## src/rtl/axi_write_slave_pkg.sv

```systemverilog
// Shared encodings for the AXI write slave: FSM states, BRESP, burst and size codes.
package axi_write_slave_pkg;

    typedef enum logic [2:0] {
        StIdle      = 3'b001,
        StWriteData = 3'b010,
        StResponse  = 3'b100
    } state_e;

    localparam logic [1:0] RESP_OKAY   = 2'b00;
    localparam logic [1:0] RESP_SLVERR = 2'b10;
    localparam logic [1:0] RESP_DECERR = 2'b11;

    localparam logic [1:0] BURST_FIXED = 2'b00;
    localparam logic [1:0] BURST_INCR  = 2'b01;

    localparam logic [2:0] SIZE_4B = 3'b010;

    // Bursts this slave cannot service: anything other than 4-byte beats, or WRAP/reserved.
    function automatic logic unsupported_cfg(logic [2:0] size, logic [1:0] burst);
        return (size != SIZE_4B) || burst[1];
    endfunction

endpackage

```

## src/rtl/axi_wr_addr_gen.sv

```systemverilog
// Word-address and beat tracker for one write burst; loaded on AW acceptance,
// advanced on each W handshake.
module axi_wr_addr_gen
    import axi_write_slave_pkg::*;
#(
    parameter int unsigned MEM_AW = 8
) (
    input  logic              clk,
    input  logic              rst_n,
    input  logic              load,
    input  logic [MEM_AW-1:0] start_addr,
    input  logic [3:0]        len,
    input  logic [1:0]        burst,
    input  logic              advance,
    output logic [MEM_AW-1:0] word_addr,
    output logic              last_beat,
    output logic              exceeded
);

    logic [MEM_AW-1:0] addr_q;
    logic [3:0]        beat_q;
    logic [3:0]        len_q;
    logic [1:0]        burst_q;
    logic              over_q;

    always_ff @(posedge clk or negedge rst_n) begin
        if (!rst_n) begin
            addr_q  <= '0;
            beat_q  <= '0;
            len_q   <= '0;
            burst_q <= '0;
            over_q  <= 1'b0;
        end else if (load) begin
            addr_q  <= start_addr;
            beat_q  <= '0;
            len_q   <= len;
            burst_q <= burst;
            over_q  <= 1'b0;
        end else if (advance) begin
            beat_q <= beat_q + 4'd1;
            // Sticky so a 4-bit wrap of the counter cannot re-enable writes.
            if (beat_q == len_q) begin
                over_q <= 1'b1;
            end
            if (burst_q == BURST_INCR) begin
                addr_q <= addr_q + MEM_AW'(1);
            end
        end
    end

    assign word_addr = addr_q;
    assign exceeded  = over_q;
    assign last_beat = (beat_q == len_q) && !over_q;

endmodule

```

## src/rtl/axi_write_slave.sv

```systemverilog
// Single-outstanding AXI write slave into a word-addressed SRAM, INCR and FIXED
// bursts of 4-byte beats, with DECERR/SLVERR reporting.
module axi_write_slave
    import axi_write_slave_pkg::*;
#(
    parameter int unsigned ID_WIDTH   = 4,
    parameter int unsigned ADDR_WIDTH = 32,
    parameter int unsigned DATA_WIDTH = 32,
    parameter int unsigned MEM_AW     = 8
) (
    input  logic                  clk,
    input  logic                  rst_n,
    input  logic [ID_WIDTH-1:0]   awid_m_inf,
    input  logic [ADDR_WIDTH-1:0] awaddr_m_inf,
    input  logic [2:0]            awsize_m_inf,
    input  logic [1:0]            awburst_m_inf,
    input  logic [3:0]            awlen_m_inf,
    input  logic                  awvalid_m_inf,
    output logic                  awready_s_inf,
    input  logic [DATA_WIDTH-1:0] wdata_m_inf,
    input  logic                  wlast_m_inf,
    input  logic                  wvalid_m_inf,
    output logic                  wready_s_inf,
    output logic [ID_WIDTH-1:0]   bid_s_inf,
    output logic [1:0]            bresp_s_inf,
    output logic                  bvalid_s_inf,
    input  logic                  bready_m_inf,
    output logic                  mem_we,
    output logic [MEM_AW-1:0]     mem_addr,
    output logic [DATA_WIDTH-1:0] mem_wdata
);

    state_e state_q, state_d;

    logic                  awready_q, wready_q, bvalid_q;
    logic [ID_WIDTH-1:0]   id_q;
    logic                  decerr_q, cfg_err_q;
    logic [1:0]            bresp_q, bresp_d;
    logic                  mem_we_q;
    logic [MEM_AW-1:0]     mem_addr_q;
    logic [DATA_WIDTH-1:0] mem_wdata_q;

    logic              aw_hs, w_hs, b_hs;
    logic              decerr_in;
    logic [MEM_AW-1:0] word_addr;
    logic              last_beat, exceeded;
    logic              unused_addr_lsb;

    assign aw_hs = awvalid_m_inf && awready_q;
    assign w_hs  = wvalid_m_inf && wready_q;
    assign b_hs  = bvalid_q && bready_m_inf;

    assign decerr_in       = (awaddr_m_inf >> (MEM_AW + 2)) != '0;
    assign unused_addr_lsb = ^awaddr_m_inf[1:0];

    axi_wr_addr_gen #(
        .MEM_AW (MEM_AW)
    ) u_addr_gen (
        .clk        (clk),
        .rst_n      (rst_n),
        .load       (aw_hs),
        .start_addr (awaddr_m_inf[MEM_AW+1:2]),
        .len        (awlen_m_inf),
        .burst      (awburst_m_inf),
        .advance    (w_hs),
        .word_addr  (word_addr),
        .last_beat  (last_beat),
        .exceeded   (exceeded)
    );

    always_comb begin
        state_d = state_q;
        unique case (state_q)
            StIdle:      if (aw_hs) state_d = StWriteData;
            StWriteData: if (w_hs && wlast_m_inf) state_d = StResponse;
            StResponse:  if (b_hs) state_d = StIdle;
            default:     state_d = StIdle;
        endcase
    end

    always_comb begin
        bresp_d = bresp_q;
        if (w_hs && wlast_m_inf) begin
            if (decerr_q) begin
                bresp_d = RESP_DECERR;
            end else if (cfg_err_q || !last_beat) begin
                bresp_d = RESP_SLVERR;
            end else begin
                bresp_d = RESP_OKAY;
            end
        end
    end

    // Handshake outputs are flopped from state_d so awready stays low during reset
    // and rises on the first edge after release.
    always_ff @(posedge clk or negedge rst_n) begin
        if (!rst_n) begin
            state_q     <= StIdle;
            awready_q   <= 1'b0;
            wready_q    <= 1'b0;
            bvalid_q    <= 1'b0;
            id_q        <= '0;
            decerr_q    <= 1'b0;
            cfg_err_q   <= 1'b0;
            bresp_q     <= '0;
            mem_we_q    <= 1'b0;
            mem_addr_q  <= '0;
            mem_wdata_q <= '0;
        end else begin
            state_q   <= state_d;
            awready_q <= (state_d == StIdle);
            wready_q  <= (state_d == StWriteData);
            bvalid_q  <= (state_d == StResponse);
            bresp_q   <= bresp_d;
            if (aw_hs) begin
                id_q      <= awid_m_inf;
                decerr_q  <= decerr_in;
                cfg_err_q <= unsupported_cfg(awsize_m_inf, awburst_m_inf);
            end
            mem_we_q <= w_hs && !decerr_q && !cfg_err_q && !exceeded;
            if (w_hs) begin
                mem_addr_q  <= word_addr;
                mem_wdata_q <= wdata_m_inf;
            end
        end
    end

    assign awready_s_inf = awready_q;
    assign wready_s_inf  = wready_q;
    assign bvalid_s_inf  = bvalid_q;
    assign bid_s_inf     = id_q;
    assign bresp_s_inf   = bresp_q;
    assign mem_we        = mem_we_q;
    assign mem_addr      = mem_addr_q;
    assign mem_wdata     = mem_wdata_q;

endmodule

```

## config.mk

```make
export PLATFORM = sky130hd
export DESIGN_NAME = axi_write_slave
export DESIGN_NICKNAME = d
export VERILOG_FILES = /design/src/rtl/axi_write_slave_pkg.sv /design/src/rtl/axi_wr_addr_gen.sv /design/src/rtl/axi_write_slave.sv
export SDC_FILE = /design/constraint.sdc
export NUM_CORES = 1
export LEC_CHECK = 0
export CAP_MARGIN = 20
export CORE_MARGIN = 2
export CORE_UTILIZATION = 40
export CTS_BUF_LIST = sky130_fd_sc_hd__clkbuf_16
export DETAILED_ROUTE_END_ITERATION = 10
export PLACE_DENSITY_LB_ADDON = 0.05
export SKIP_CTS_REPAIR_TIMING = 1
export SYNTH_ARGS = -nofsm -noshare
export SYNTH_HDL_FRONTEND = slang
export SYNTH_HIERARCHICAL = 1
export SYNTH_SLANG_ARGS = --single-unit
```

## constraint.sdc

```tcl
create_clock -name clk -period 2.05 [get_ports clk]
set_input_delay 0.205 -clock clk [delete_from_list [all_inputs] [get_ports clk]]
set_output_delay 0.205 -clock clk [all_outputs]
set_load 0.1 [all_outputs]
```

==> out/metrics.csv <==
stage;metric;value;unit
sta;fin_crit_sh;0.7477;
synthesis;syn_avg_cell_area;13.62;sq um
critical_path;cp-start-kind;register;
grt;grt_max_degree;42;
synthesis;syn_nets;310;
sta;clock-skew-final;0.005788;ns
critical_path;cp_max_fo;41;
cells_and_area;final_cells;468;
clocking;clock-root-buffer;clkbuf_16;
critical_path;r2r-end;mem_wdata[3];
critical_path;r2r-start;wready_s_inf;
critical_path;r2r_setup_slack;0.52;ns
grt;grtUsageMet3;0.04730;
critical_path;cp_top_family;flip-flops;
grt;track_usage;0.1669;
clocking;cts-buffers-inserted;9;
synthesis;syn_inst;225;
cells_and_area;n_antenna_cell;0;
synthesis;ys_ff_latch;74;
placement;place_congestion;0.7372;
floorplanning;start_util;0.4182;
grt;grt_util_met1;0.2125;
critical_path;cp.arrival;1.74;ns
floorplanning;die_y;91.54;microns
grt;grt_pass1_vias;2274;
critical_path;timing_worst_setup_path_type;reg -> reg;
synthesis;yosysWarnings;6;
floorplanning;fp-row-count;31;
detailed_routing;wl_per_cell;14.61;microns
sta;fmaxAchievable;0.6524;GHz
grt;grt-ovfl-total;0;
detailed_routing;drc_errors;0;
detailed_routing;drt-vias-per-instance;4.921;
floorplanning;dieArea;0.008380;sq mm
placement;placed_cells;451;
sta;worst_slew_pin_slew;0.5285;ns
detailed_routing;firstDrtPassIters;6;
critical_path;path_cells;nand2_2, buf_4, mux2_2;
synthesis;synthesis.area;0.003065;sq mm
sta;hold_violations;0;
cells_and_area;syn_to_final_growth;53.59;%
grt;antenna_found_initial;0;
clocking;clk_path_buf_depth;2;
detailed_routing;ant_nets;0;
synthesis;yosysSeqAreaShare;0.6045;
sta;slew_viol_final;0;
sta;finalSetupViolations;0;
detailed_routing;drt_iter0_drc;85;
critical_path;critPathBufInv;1;
sta;tns;0;ns
critical_path;max_stage_delay;0.48;ns
status;status;completed;
placement;port_buffers;130;
detailed_routing;num_vias;2303;
grt;grt_pass1_wl;11000;microns
detailed_routing;finalWirelength;6837;microns
critical_path;rr_worst_depth;3;
sta;max_slew_margin;0.6477;
clocking;h-tree-depth;3;
grt;busiest_layer;met2;
sta;whs;0.3934;ns
flow_run;cap_viol_max_count;0;
sta;min_period;1.533;ns
cells_and_area;fin_nets;449;
clocking;clk_pin_slew;0.06;ns
floorplanning;io_pins;133;
sta;rsz0062_at_grt;false;
clocking;clock_latency;0.32;ns
clocking;clkSinkCount;74;
synthesis;ys_types;36;
clocking;cts_tree;yes;
floorplanning;design.core.area;0.007331;sq mm
critical_path;end_kind;register;
placement;dp_hpwl;5028;microns
critical_path;cp_slowest_cell;dfrtp_4;
floorplanning;die_w;91.54;microns
worst_hold_path;hold_path_class;in -> async;
cells_and_area;drive_gt1_frac;0.3442;
grt;grt.met2_usage;0.2672;
critical_path;required;2.25;ns
state kept, by name (all words and copies together), names as in the netlist:
| signal | count |
|---|---|
| mem_addr | 8 |
| wready_s_inf | 1 |
| cfg_err_q | 1 |
| bvalid_s_inf | 1 |
| mem_we | 1 |
| state_q | 3 |
| bid_s_inf | 4 |
| u_addr_gen/exceeded | 1 |
| u_addr_gen/burst_q | 2 |
| decerr_q | 1 |
| u_addr_gen/beat_q | 4 |
| u_addr_gen/word_addr | 8 |
| bresp_s_inf | 2 |
| u_addr_gen/len_q | 4 |
| mem_wdata | 32 |
| awready_s_inf | 1 |
Yosys cell counts:
master	number	area (sq um)
o21ba_2	2	20.02
buf_6	1	11.26
dfrtp_1	73	1827
inv_1	1	3.750
or3b_1	1	8.760
nor4_1	6	37.54
nand3b_1	1	7.510
nand2b_1	2	12.51
nand3b_4	1	20.02
nor2_1	11	41.29
nand2_1	11	41.29
buf_2	6	30.03
xor2_1	3	26.28
nand4_1	5	31.28
clkbuf_1	1	3.750
or4_1	4	30.03
mux2_2	51	574.3
o21ai_0	4	20.02
and2_1	1	6.260
a21o_1	1	7.510
a31oi_1	3	18.77
o22a_1	1	8.760
ha_1	2	25.02
o211ai_1	2	15.01
clkinv_1	1	3.750
xnor2_1	6	52.55
and4b_1	1	10.01
dfstp_2	1	26.28
nor4b_1	1	8.760
o2bb2ai_1	1	8.760
nand3_1	5	25.02
o31ai_1	2	15.01
nand4b_1	3	26.28
a21oi_1	7	35.03
mux2i_1	2	20.02
and3_1	1	6.260
final cells by class:
| type | count | area (sq um) |
|---|---|---|
| multi-input combinational | 141 | 1162 |
| clock buffer | 9 | 225.2 |
| clock inverter | 7 | 85.08 |
| timing repair buffer | 136 | 1246 |
| inverter | 2 | 7.507 |
| tap | 99 | 123.9 |
| fill | 581 | 2623 |
| sequential | 74 | 1858 |
worst max path at each step:
stage                 startpoint                      end  cells past startpoint
finish              wready_s_inf             mem_wdata[3]                      3
global route        wready_s_inf             mem_wdata[3]                      3
CTS                 wready_s_inf             mem_wdata[3]                      3
detailed placement  wvalid_m_inf  u_addr_gen/word_addr[5]                      6
global placement    wvalid_m_inf  u_addr_gen/word_addr[7]                      6
floorplan           wready_s_inf  u_addr_gen/word_addr[5]                      7
worst reg2reg max path, delay by kind of cell, from the launching register on:
family                 cells  cell delay, ns
buffers and inverters      1            0.44
flip-flops                 1            0.48
AND/OR/NAND/NOR            1            0.07
multiplexers               1            0.42
layer usage:
metal / wire length [microns] / share of wire
met1: 2850 / 0.42
met2: 3316 / 0.49
met3: 567 / 0.083
met4: 102 / 0.015
met5: 0 / 0
logic make-up after synthesis:
family,after synthesis,synth area share
DFF,74,0.6045
and+or+nand+nor,54,0.1020
muxes,53,0.1939
AOI/OAI and AO/OA,23,0.04857
buffers and inverters,10,0.01714
xor gates and xnor gates,9,0.02572
adders and majority gates,2,0.008162
through the flow:
step | setup slack (ns) | cell area, sq um | utilization
2_1_floorplan | 0.02448 | 3070 | -
3_3_place_gp | 0.2479 | 4388 | 0.5986
3_5_place_dp | 0.2180 | 4388 | 0.5986
4_1_cts | 0.4983 | 4698 | 0.6409
5_1_grt | 0.4221 | 4708 | 0.6423
6_report | 0.5173 | 4708 | 0.6423
placed cells by master, fill, tap and decap left out, drive strengths merged, types with 4 or more instances in the layout:
master,count
clkdlybuf4s50,79
dfrtp,73
buf,56
mux2,51
nor2,11
nand2,11
clkbuf,9
a21oi,7
nor4,6
xnor2,6
nand3,5
nand4,5
clkinv,5
or4,4
o21ai,4
Power is left out: the tool's default activity adds up to more than one toggle a clock period on the data nets, which glitch-free logic cannot reach.
